===== config.mk =====
export PLATFORM = sky130hd
export DESIGN_NAME = divider_fsm
export DESIGN_NICKNAME = d
export VERILOG_FILES = /design/src/rtl/divider_fsm.sv
export SDC_FILE = /design/constraint.sdc
export NUM_CORES = 1
export LEC_CHECK = 0
export ABC_AREA = 1
export BUFFER_PORTS_ARGS = -buffer_cell sky130_fd_sc_hd__buf_2
export CAP_MARGIN = 5
export CORE_AREA = 3 3 40 42
export DETAILED_ROUTE_END_ITERATION = 12
export DIE_AREA = 0 0 43 45
export GPL_TIMING_DRIVEN = 0
export PLACE_DENSITY_LB_ADDON = 0.08
export SLEW_MARGIN = 20
export SYNTH_ARGS = -nofsm -noshare
export SYNTH_HDL_FRONTEND = slang
export SYNTH_SLANG_ARGS = --single-unit

===== constraint.sdc =====
create_clock -name clk -period 2.4 [get_ports clk]
set_clock_uncertainty 0.2 [all_clocks]
set_input_delay 0.24 -clock clk [delete_from_list [all_inputs] [get_ports clk]]
set_output_delay 0.24 -clock clk [all_outputs]
set_load 0.02 [all_outputs]

===== src/rtl/divider_fsm.sv =====
`default_nettype none
// ============================================================================
//  Module   : divider_fsm
//  Purpose  : 4-bit by 2-bit unsigned restoring divider. Produces one
//             quotient bit per clock, MSB first, and takes 4 RUN cycles per
//             request. A zero divisor skips RUN entirely and reports
//             quotient=4'b1111, remainder=0 with dbz set.
//  Ports    : clk        - clock, rising edge active
//             rst_n      - asynchronous active-low reset
//             start      - request a division (honoured in IDLE or DONE)
//             dividend   - 4-bit unsigned dividend, latched on accept
//             divisor    - 2-bit unsigned divisor, latched on accept
//             busy       - high while in RUN
//             done       - one-cycle pulse in DONE, results valid
//             quotient   - 4-bit quotient (holds last result)
//             remainder  - 2-bit remainder (holds last result)
//             dbz        - divide-by-zero flag of the last accepted request
//  Revision : 1.0 - initial release
// ============================================================================
module divider_fsm (
    input  logic       clk,
    input  logic       rst_n,
    input  logic       start,
    input  logic [3:0] dividend,
    input  logic [1:0] divisor,
    output logic       busy,
    output logic       done,
    output logic [3:0] quotient,
    output logic [1:0] remainder,
    output logic       dbz
);

    localparam logic [1:0] C_IDLE = 2'd0;
    localparam logic [1:0] C_RUN  = 2'd1;
    localparam logic [1:0] C_DONE = 2'd2;

    logic [1:0] r_state;
    logic [1:0] w_next_state;
    logic [1:0] r_cnt;
    logic [3:0] r_q;       // dividend shifts out of the top, quotient in at the bottom
    logic [1:0] r_rem;
    logic [1:0] r_div;
    logic       r_dbz;

    logic       w_accept;
    logic [2:0] w_t;
    logic       w_ge;
    logic [1:0] w_diff;

    // A request is only taken when not mid-division; start in RUN is dropped.
    assign w_accept = start && ((r_state == C_IDLE) || (r_state == C_DONE));

    // Partial remainder with the next dividend bit shifted in.
    assign w_t  = {r_rem, r_q[3]};
    assign w_ge = (w_t >= {1'b0, r_div});
    // Only the low two bits matter: when t >= d the true difference is < d <= 3.
    assign w_diff = w_t[1:0] - r_div;

    // ------------------------------------------------------------------------
    // State register
    // ------------------------------------------------------------------------
    always_ff @(posedge clk or negedge rst_n) begin
        if (!rst_n) begin
            r_state <= C_IDLE;
        end else begin
            r_state <= w_next_state;
        end
    end

    // ------------------------------------------------------------------------
    // Next-state logic
    // ------------------------------------------------------------------------
    always_comb begin
        w_next_state = r_state;
        case (r_state)
            C_IDLE, C_DONE: begin
                if (start) begin
                    w_next_state = (divisor == 2'd0) ? C_DONE : C_RUN;
                end else begin
                    w_next_state = C_IDLE;
                end
            end
            C_RUN: begin
                if (r_cnt == 2'd3) begin
                    w_next_state = C_DONE;
                end
            end
            default: w_next_state = C_IDLE;
        endcase
    end

    // ------------------------------------------------------------------------
    // Datapath: operand latch on accept, one restoring step per RUN cycle
    // ------------------------------------------------------------------------
    always_ff @(posedge clk or negedge rst_n) begin
        if (!rst_n) begin
            r_cnt <= 2'd0;
            r_q   <= 4'd0;
            r_rem <= 2'd0;
            r_div <= 2'd0;
            r_dbz <= 1'b0;
        end else if (w_accept) begin
            r_cnt <= 2'd0;
            r_rem <= 2'd0;
            r_div <= divisor;
            if (divisor == 2'd0) begin
                r_q   <= 4'b1111;
                r_dbz <= 1'b1;
            end else begin
                r_q   <= dividend;
                r_dbz <= 1'b0;
            end
        end else if (r_state == C_RUN) begin
            r_cnt <= r_cnt + 2'd1;
            if (w_ge) begin
                r_rem <= w_diff;
                r_q   <= {r_q[2:0], 1'b1};
            end else begin
                r_rem <= w_t[1:0];
                r_q   <= {r_q[2:0], 1'b0};
            end
        end
    end

    assign busy      = (r_state == C_RUN);
    assign done      = (r_state == C_DONE);
    assign quotient  = r_q;
    assign remainder = r_rem;
    assign dbz       = r_dbz;

endmodule
`default_nettype wire


==> flow_summary_export.csv, run 1 <==
group,metric,value,unit
status,status,"finished, final reports clean",
drt,drt_wl_total,1320,µm
logic_synthesis,synth_fp_nets,93,
grt,grt_pass1_wl,2360,µm
grt,gr-usage-all-layers,0.173,
floorplan,num_rows,13,
floorplan,design.core.area,0.00128,mm²
timing,tightest_slew,0.290,ns
cts,post_cts_buffers,0,
timing,fin_crit,1.55,ns
cells_and_area,multi_input_area,283,µm²
cts,clkTransAtPathRegs,0.07,ns
logic_synthesis,synth_seq_cells,13,
worst_setup_path,cp_max_fo,7,
run,maxCapViolCount,0,
worst_setup_path,cp.arrival,1.11,ns
grt,met3_usage,0.0757,
worst_setup_path,path_buf_inv,2,
timing,setup_tns,0,ns
drt,post-route-drc-count,0,
cells_and_area,register_area,325,µm²
floorplan,die_x,43,µm
worst_setup_path,worstSetupEndpointType,"primary output",
grt,grt_overflow_total,0,
cts,cts_buffer_depth,2,
worst_setup_path,reg2reg_depth,5,
worst_setup_path,cp-start-kind,"flop",
drt,ant_nets,0,
worst_setup_path,cp_slowest_cell,"dfrtp_1",
drt,firstDrtPassIters,4,
pwr,p_sw,0.549,mW
logic_synthesis,synthTopCellsByArea,"dfrtp_1, nand2_1, ha_1",
logic_synthesis,synth_area,654,µm²
cells_and_area,n_antenna_cell,0,
timing,relSlewSlack,0.807,
grt,use_met1,0.199,
cts,cts_buffers,3,
logic_synthesis,synth.top_cell.area_share,0.497,
drt,num_vias,583,
timing,rsz0062_at_grt,"false",
timing,hold_violations,0,
grt,grt_antenna_before_repair,0,
floorplan,ioPinCount,18,
cts,cts_tree,"done",
cells_and_area,nFillCells,110,
floorplan,die_y,45,µm
logic_synthesis,synth.largest_area_cell,"dfrtp_1",
pwr,vdd_drop_max,0.000760,V
logic_synthesis,syn_inst,81,
grt,met2_usage,0.269,
pwr,powerDensity,1410,mW/mm²
logic_synthesis,synth-seq-area-share,0.497,
cells_and_area,nets,119,
logic_synthesis,avgSynthCellArea,8.08,µm²
worst_setup_path,critPathMaxStageDelay,0.41,ns
grt,grt_pass1_vias,569,
cts,cts_resized,0,
timing,finalSetupViolations,0,
pwr,seqPwrFrac,0.334,
grt,grt_max_degree,14,
drt,via_per_inst,4.82,
timing,finalCritPeriodShare,0.648,
timing,slew_violations,0,
cells_and_area,layout-drive-gt1-share,0.264,
cts,cts_root_buf,"clkbuf_4",
grt,top_usage_layer,"met2",
pwr,power.share.clock,0.114,
cells_and_area,area_growth,26.0,%
drt,wl_per_cell,10.9,µm
worst_setup_path,critPathRequiredTime,1.96,ns
pwr,internal_power,0.612,mW
pwr,swShare,0.473,
timing,clock.fmax,643,MHz
min_path,hold_depth,3,
worst_setup_path,cp.depth,3,
min_path,hold_path_class,"in2reg",
placed_design,port_buffers,17,
worst_setup_path,criticalPathCategory,"reg2out",
placed_design,placed_cell_area,758,µm²
worst_setup_path,crit_chain,"nand2_2 > clkinv_2 > buf_2",
worst_setup_path,critPathTopFamily,"flip-flops",
placed_design,dpl.hpwl,1010,µm
drt,drt-initial-drc-count,10,
cts,clock-sinks,13,
cells_and_area,final_area,825,µm²
pwr,pwr-share-comb,0.552,
cts,clkLatencyLatePin,0.27,ns
placed_design,gp_congestion,0.764,
floorplan,initial_core_util,0.509,
logic_synthesis,synth.distinct_cells,16,
pwr,p_leak,0.455,nW
cts,cts_max_level,1,
logic_synthesis,yosys_warnings,0,
floorplan,dieArea,0.00194,mm²
[layout by cell type (no fill, tap or decap)]
master	n
nor2_1	7
dlygate4sd3_1	4
nor3_1	1
clkinv_2	1
inv_2	3
clkbuf_4	3
buf_2	17
dfrtp_1	13
a21oi_1	2
o21ai_1	6
ha_1	3
nand2_1	22
nand3_1	3
inv_1	8
clkbuf_1	1
nand3b_1	1
nand2_4	1
nand4_1	3
nand2_2	3
o21ai_0	4
[tightest hold or removal path, stage by stage]
cell     delay, ns
buf_2         0.08
o21ai_1       0.06
o21ai_1       0.08
[path summary, 6_finish.rpt]
check                           slack (ns)      endpoint    startpoint
worst min-delay path                  0.02   quotient[3]   dividend[3]
worst max-delay path                  0.85          busy    r_state[0]
min in group asynchronous             0.17  remainder[1]         rst_n
worst min register to register        0.28           dbz           dbz
worst max register to register        0.95  remainder[0]  remainder[0]
max in group asynchronous             1.61    r_state[0]         rst_n
[flip-flops by register name, summed over array words and instances, names as in the netlist]
| signal | count |
|---|---|
| r_state | 2 |
| r_cnt | 2 |
| quotient | 4 |
| r_div | 2 |
| dbz | 1 |
| remainder | 2 |
[cells by family (layout without fill, tap and decap cells)]
logic type,Yosys count,count (layout),share of synthesized area
AO/OA/AOI/OAI,12,12,0.0918
buffers and inverters,12,37,0.0707
AND/OR/NAND/NOR,41,41,0.283
adder cells (fa/ha/maj),3,3,0.0574
flip-flops,13,13,0.497
[power groups by stage]
| stage | sequential, mW | combinational, mW | clock (mW) |
|---|---|---|---|
| after floorplan | 0.456 | 0.410 | 0 |
| after global placement | 0.391 | 0.633 | 0 |
| after detailed placement | 0.395 | 0.643 | 0 |
| after CTS | 0.391 | 0.650 | 0.136 |
| after global routing | 0.403 | 0.738 | 0.152 |
| final | 0.388 | 0.641 | 0.133 |
[layout make-up]
cell class / count / share of cell area
clock buffer: 4 / 0.0319
inverter: 12 / 0.0561
multi-input combinational: 56 / 0.343
sequential: 13 / 0.395
tap: 15 / 0.0228
timing repair buffer: 21 / 0.152
[metal layers]
metal / up-vias / wire length, µm
met5: - / 0
met4: 0 / 25
met2: 16 / 623
li1: 307 / -
met3: 4 / 100
met1: 256 / 572
[synthesized netlist by cell type, drive strengths merged]
library cell and count:
a21oi 2, clkinv 1, dfrtp 13, ha 3, inv 11, nand2 26, nand3 3, nand3b 1
nand4 3, nor2 7, nor3 1, o21ai 10
[metrics by stage]
stage,hold WS (ns),util,power [mW],setup slack (ns),std cells
6_report,0.0195,0.642,1.16,0.846,121
5_1_grt,0.0226,0.642,1.29,0.737,121
4_1_cts,0.0219,0.642,1.18,0.830,121
3_5_place_dp,-0.0563,0.590,1.04,0.961,113
3_3_place_gp,-0.0563,0.590,1.02,0.969,113
2_1_floorplan,-0.256,-,0.866,0.927,81
[repair_timing]
item                       4_1_cts  5_1_grt
setup endpoints to repair        0        0
hold endpoints to repair        16        0
hold buffers                     4        0
No activity file was read; power rests on OpenSTA's default activity.
==> run 2, diff against run 1 <==
Settings changed: CORE_AREA 3 3 40 42 to default, CORE_MARGIN from default to 3, CORE_UTILIZATION from default to 44, DIE_AREA 0 0 43 45 to default.
Clock period 2.4 ns to 1.4 ns, I/O delays scaled along.
==> run 2 against run 1 <==
  * Worst setup slack got worse by 0.81 ns
  * Critical endpoint is now remainder[0]
  * Global-route usage increased by 1.0 points
  * Design area up 16%
  * Clock power up 81%
  * Sequential share of layout area fell by 5.1 points
  * Via count is 10% higher
  * Sequential power grew 82%
  * Combinational power increased by 130%
  * Largest cell class is now multi-input gates
==> flow_summary_export.csv, run 2 (same netlist as run 1, synthesis figures left out) <==
group,metric,value,unit
status,status,"finished, final reports clean",
cells_and_area,finalNonFillerCells,128,
cts,clock-sinks,13,
drt,ant_nets,0,
grt,gr-usage-all-layers,0.183,
run,maxCapViolCount,0,
timing,setup_ws,0.0373,ns
worst_setup_path,cp.arrival,1.34,ns
cts,cts_buffers,3,
timing,rsz0062_at_grt,"true",
placed_design,gp_congestion,0.715,
drt,drt-initial-drc-count,5,
timing,slew_violations,0,
drt,firstDrtPassIters,4,
grt,grt_pass1_vias,558,
cts,clkLatencyLatePin,0.28,ns
cells_and_area,layout-drive-gt1-share,0.372,
cells_and_area,area_growth,45.9,%
timing,fin_crit,1.36,ns
grt,grt_pass1_wl,2530,µm
cells_and_area,nFillCells,114,
placed_design,pre_cts_slack,-0.0243,ns
floorplan,die_x,44.6,µm
drt,post-route-drc-count,0,
pwr,vdd_drop_max,0.00133,V
timing,tightest_slew,0.301,ns
worst_setup_path,criticalPathCategory,"reg2reg",
worst_setup_path,critPathRequiredTime,1.38,ns
cells_and_area,nets,126,
timing,relSlewSlack,0.800,
drt,drt_wl_total,1520,µm
placed_design,dpl.hpwl,1020,µm
drt,via_per_inst,5.02,
worst_setup_path,cp_max_fo,4,
timing,finalSetupViolations,0,
timing,hold_violations,0,
placed_design,place_inst,113,
cts,cts_buffer_depth,2,
floorplan,dieArea,0.00199,mm²
floorplan,num_rows,13,
drt,num_vias,642,
cts,clkTransAtPathRegs,0.08,ns
cells_and_area,largest_reg_flops,4,
cells_and_area,layout_common_cells,"nand2_1, buf_2, dfrtp_1",
timing,clock.fmax,734,MHz
timing,setup_tns,0,ns
worst_setup_path,worstSetupEndpointType,"flop",
cts,cts_max_level,1,
cells_and_area,final_area,955,µm²
floorplan,design.core.area,0.00135,mm²
placed_design,port_buffers,17,
floorplan,initial_core_util,0.485,
timing,finalCritPeriodShare,0.973,
cts,cts_root_buf,"clkbuf_4",
placed_design,placed_cell_area,778,µm²
cells_and_area,layout.cells.most_common,"nand2_1",
grt,grt_overflow_total,0,
floorplan,ioPinCount,18,
grt,grt_antenna_before_repair,0,
cells_and_area,n_antenna_cell,0,
worst_setup_path,cp-start-kind,"flop",
min_path,hold_path_class,"in2async",
drt,wl_per_cell,11.8,µm
cts,cts_tree,"done",
pwr,power,2.42,mW
pwr,p_leak,0.497,nW
floorplan,die_y,44.6,µm
grt,grt_max_degree,14,
pwr,powerDensity,2530,mW/mm²
==> run 2: changes by cell type in the layout (fill, tap and decap cells not counted), moves of 2 or more <==
cell / before / now
buf_4: 0 / 3
inv_2: 3 / 6
dfrtp_1: 13 / 11
inv_1: 8 / 5
nand2_1: 22 / 20
dlygate4sd3_1: 4 / 8
ha_1: 3 / 1
dfrtp_2: 0 / 2
nand2_4: 1 / 4
ha_4: 0 / 2
==> run 2: worst paths after layout <==
kind	startpoint	depth (start not counted)	slack, ns	endpoint
worst max register to register	remainder[0]	6	0.04	remainder[0]
min in group clk	r_cnt[0]	1	0.28	r_cnt[0]
worst min-delay path	rst_n	2	0.1	r_state[0]
worst max-delay path	remainder[0]	6	0.04	remainder[0]
worst min register to register	r_cnt[0]	1	0.28	r_cnt[0]
max in group asynchronous	rst_n	2	0.66	remainder[0]
==> run 2: metal layers <==
metal,up-vias,GRT usage,wire length (µm)
li1,324,-,-
met1,299,0.239,722
met2,14,0.258,692
met3,5,0.0407,56
met4,0,0.145,44
met5,-,0,0
==> run 2: layout make-up <==
type / count / area [µm²] / share of cell area
multi-input combinational: 56 / 340 / 0.356
sequential: 13 / 328 / 0.343
timing repair buffer: 28 / 194 / 0.203
inverter: 12 / 47.5 / 0.0498
clock buffer: 4 / 26.3 / 0.0275
tap: 15 / 18.8 / 0.0197
==> run 2: per-stage QoR <==
step                hold slack [ns]  utilization
finish                       0.0952        0.707
global route                  0.105        0.707
CTS                          0.0834        0.661
detailed placement           -0.151        0.576
global placement             -0.158        0.576
floorplan                    -0.356            -
==> run 2: power breakdown <==
group | leakage (nW) | switching [mW] | internal (mW) | total, mW
clock | 0.0150 | 0.130 | 0.111 | 0.241
combinational | 0.326 | 0.866 | 0.605 | 1.47
sequential | 0.157 | 0.140 | 0.566 | 0.706
total | 0.497 | 1.14 | 1.28 | 2.42
==> run 2: what timing repair did <==
item | CTS | global route
buffers inserted | 0 | 3
hold endpoints to repair | 20 | 0
hold buffers | 8 | 0
endpoints found under the setup margin | 4 | 4
pin swaps | 1 | 5
gates resized for setup | 2 | 11
==> run 2: worst max-delay path, stage by stage, from the launching register on <==
cell,delay (ns)
dfrtp_2,0.44
ha_4,0.31
nand2_4,0.06
nand3_2,0.07
nand2_1,0.06
nand3_1,0.07
nand2_1,0.05
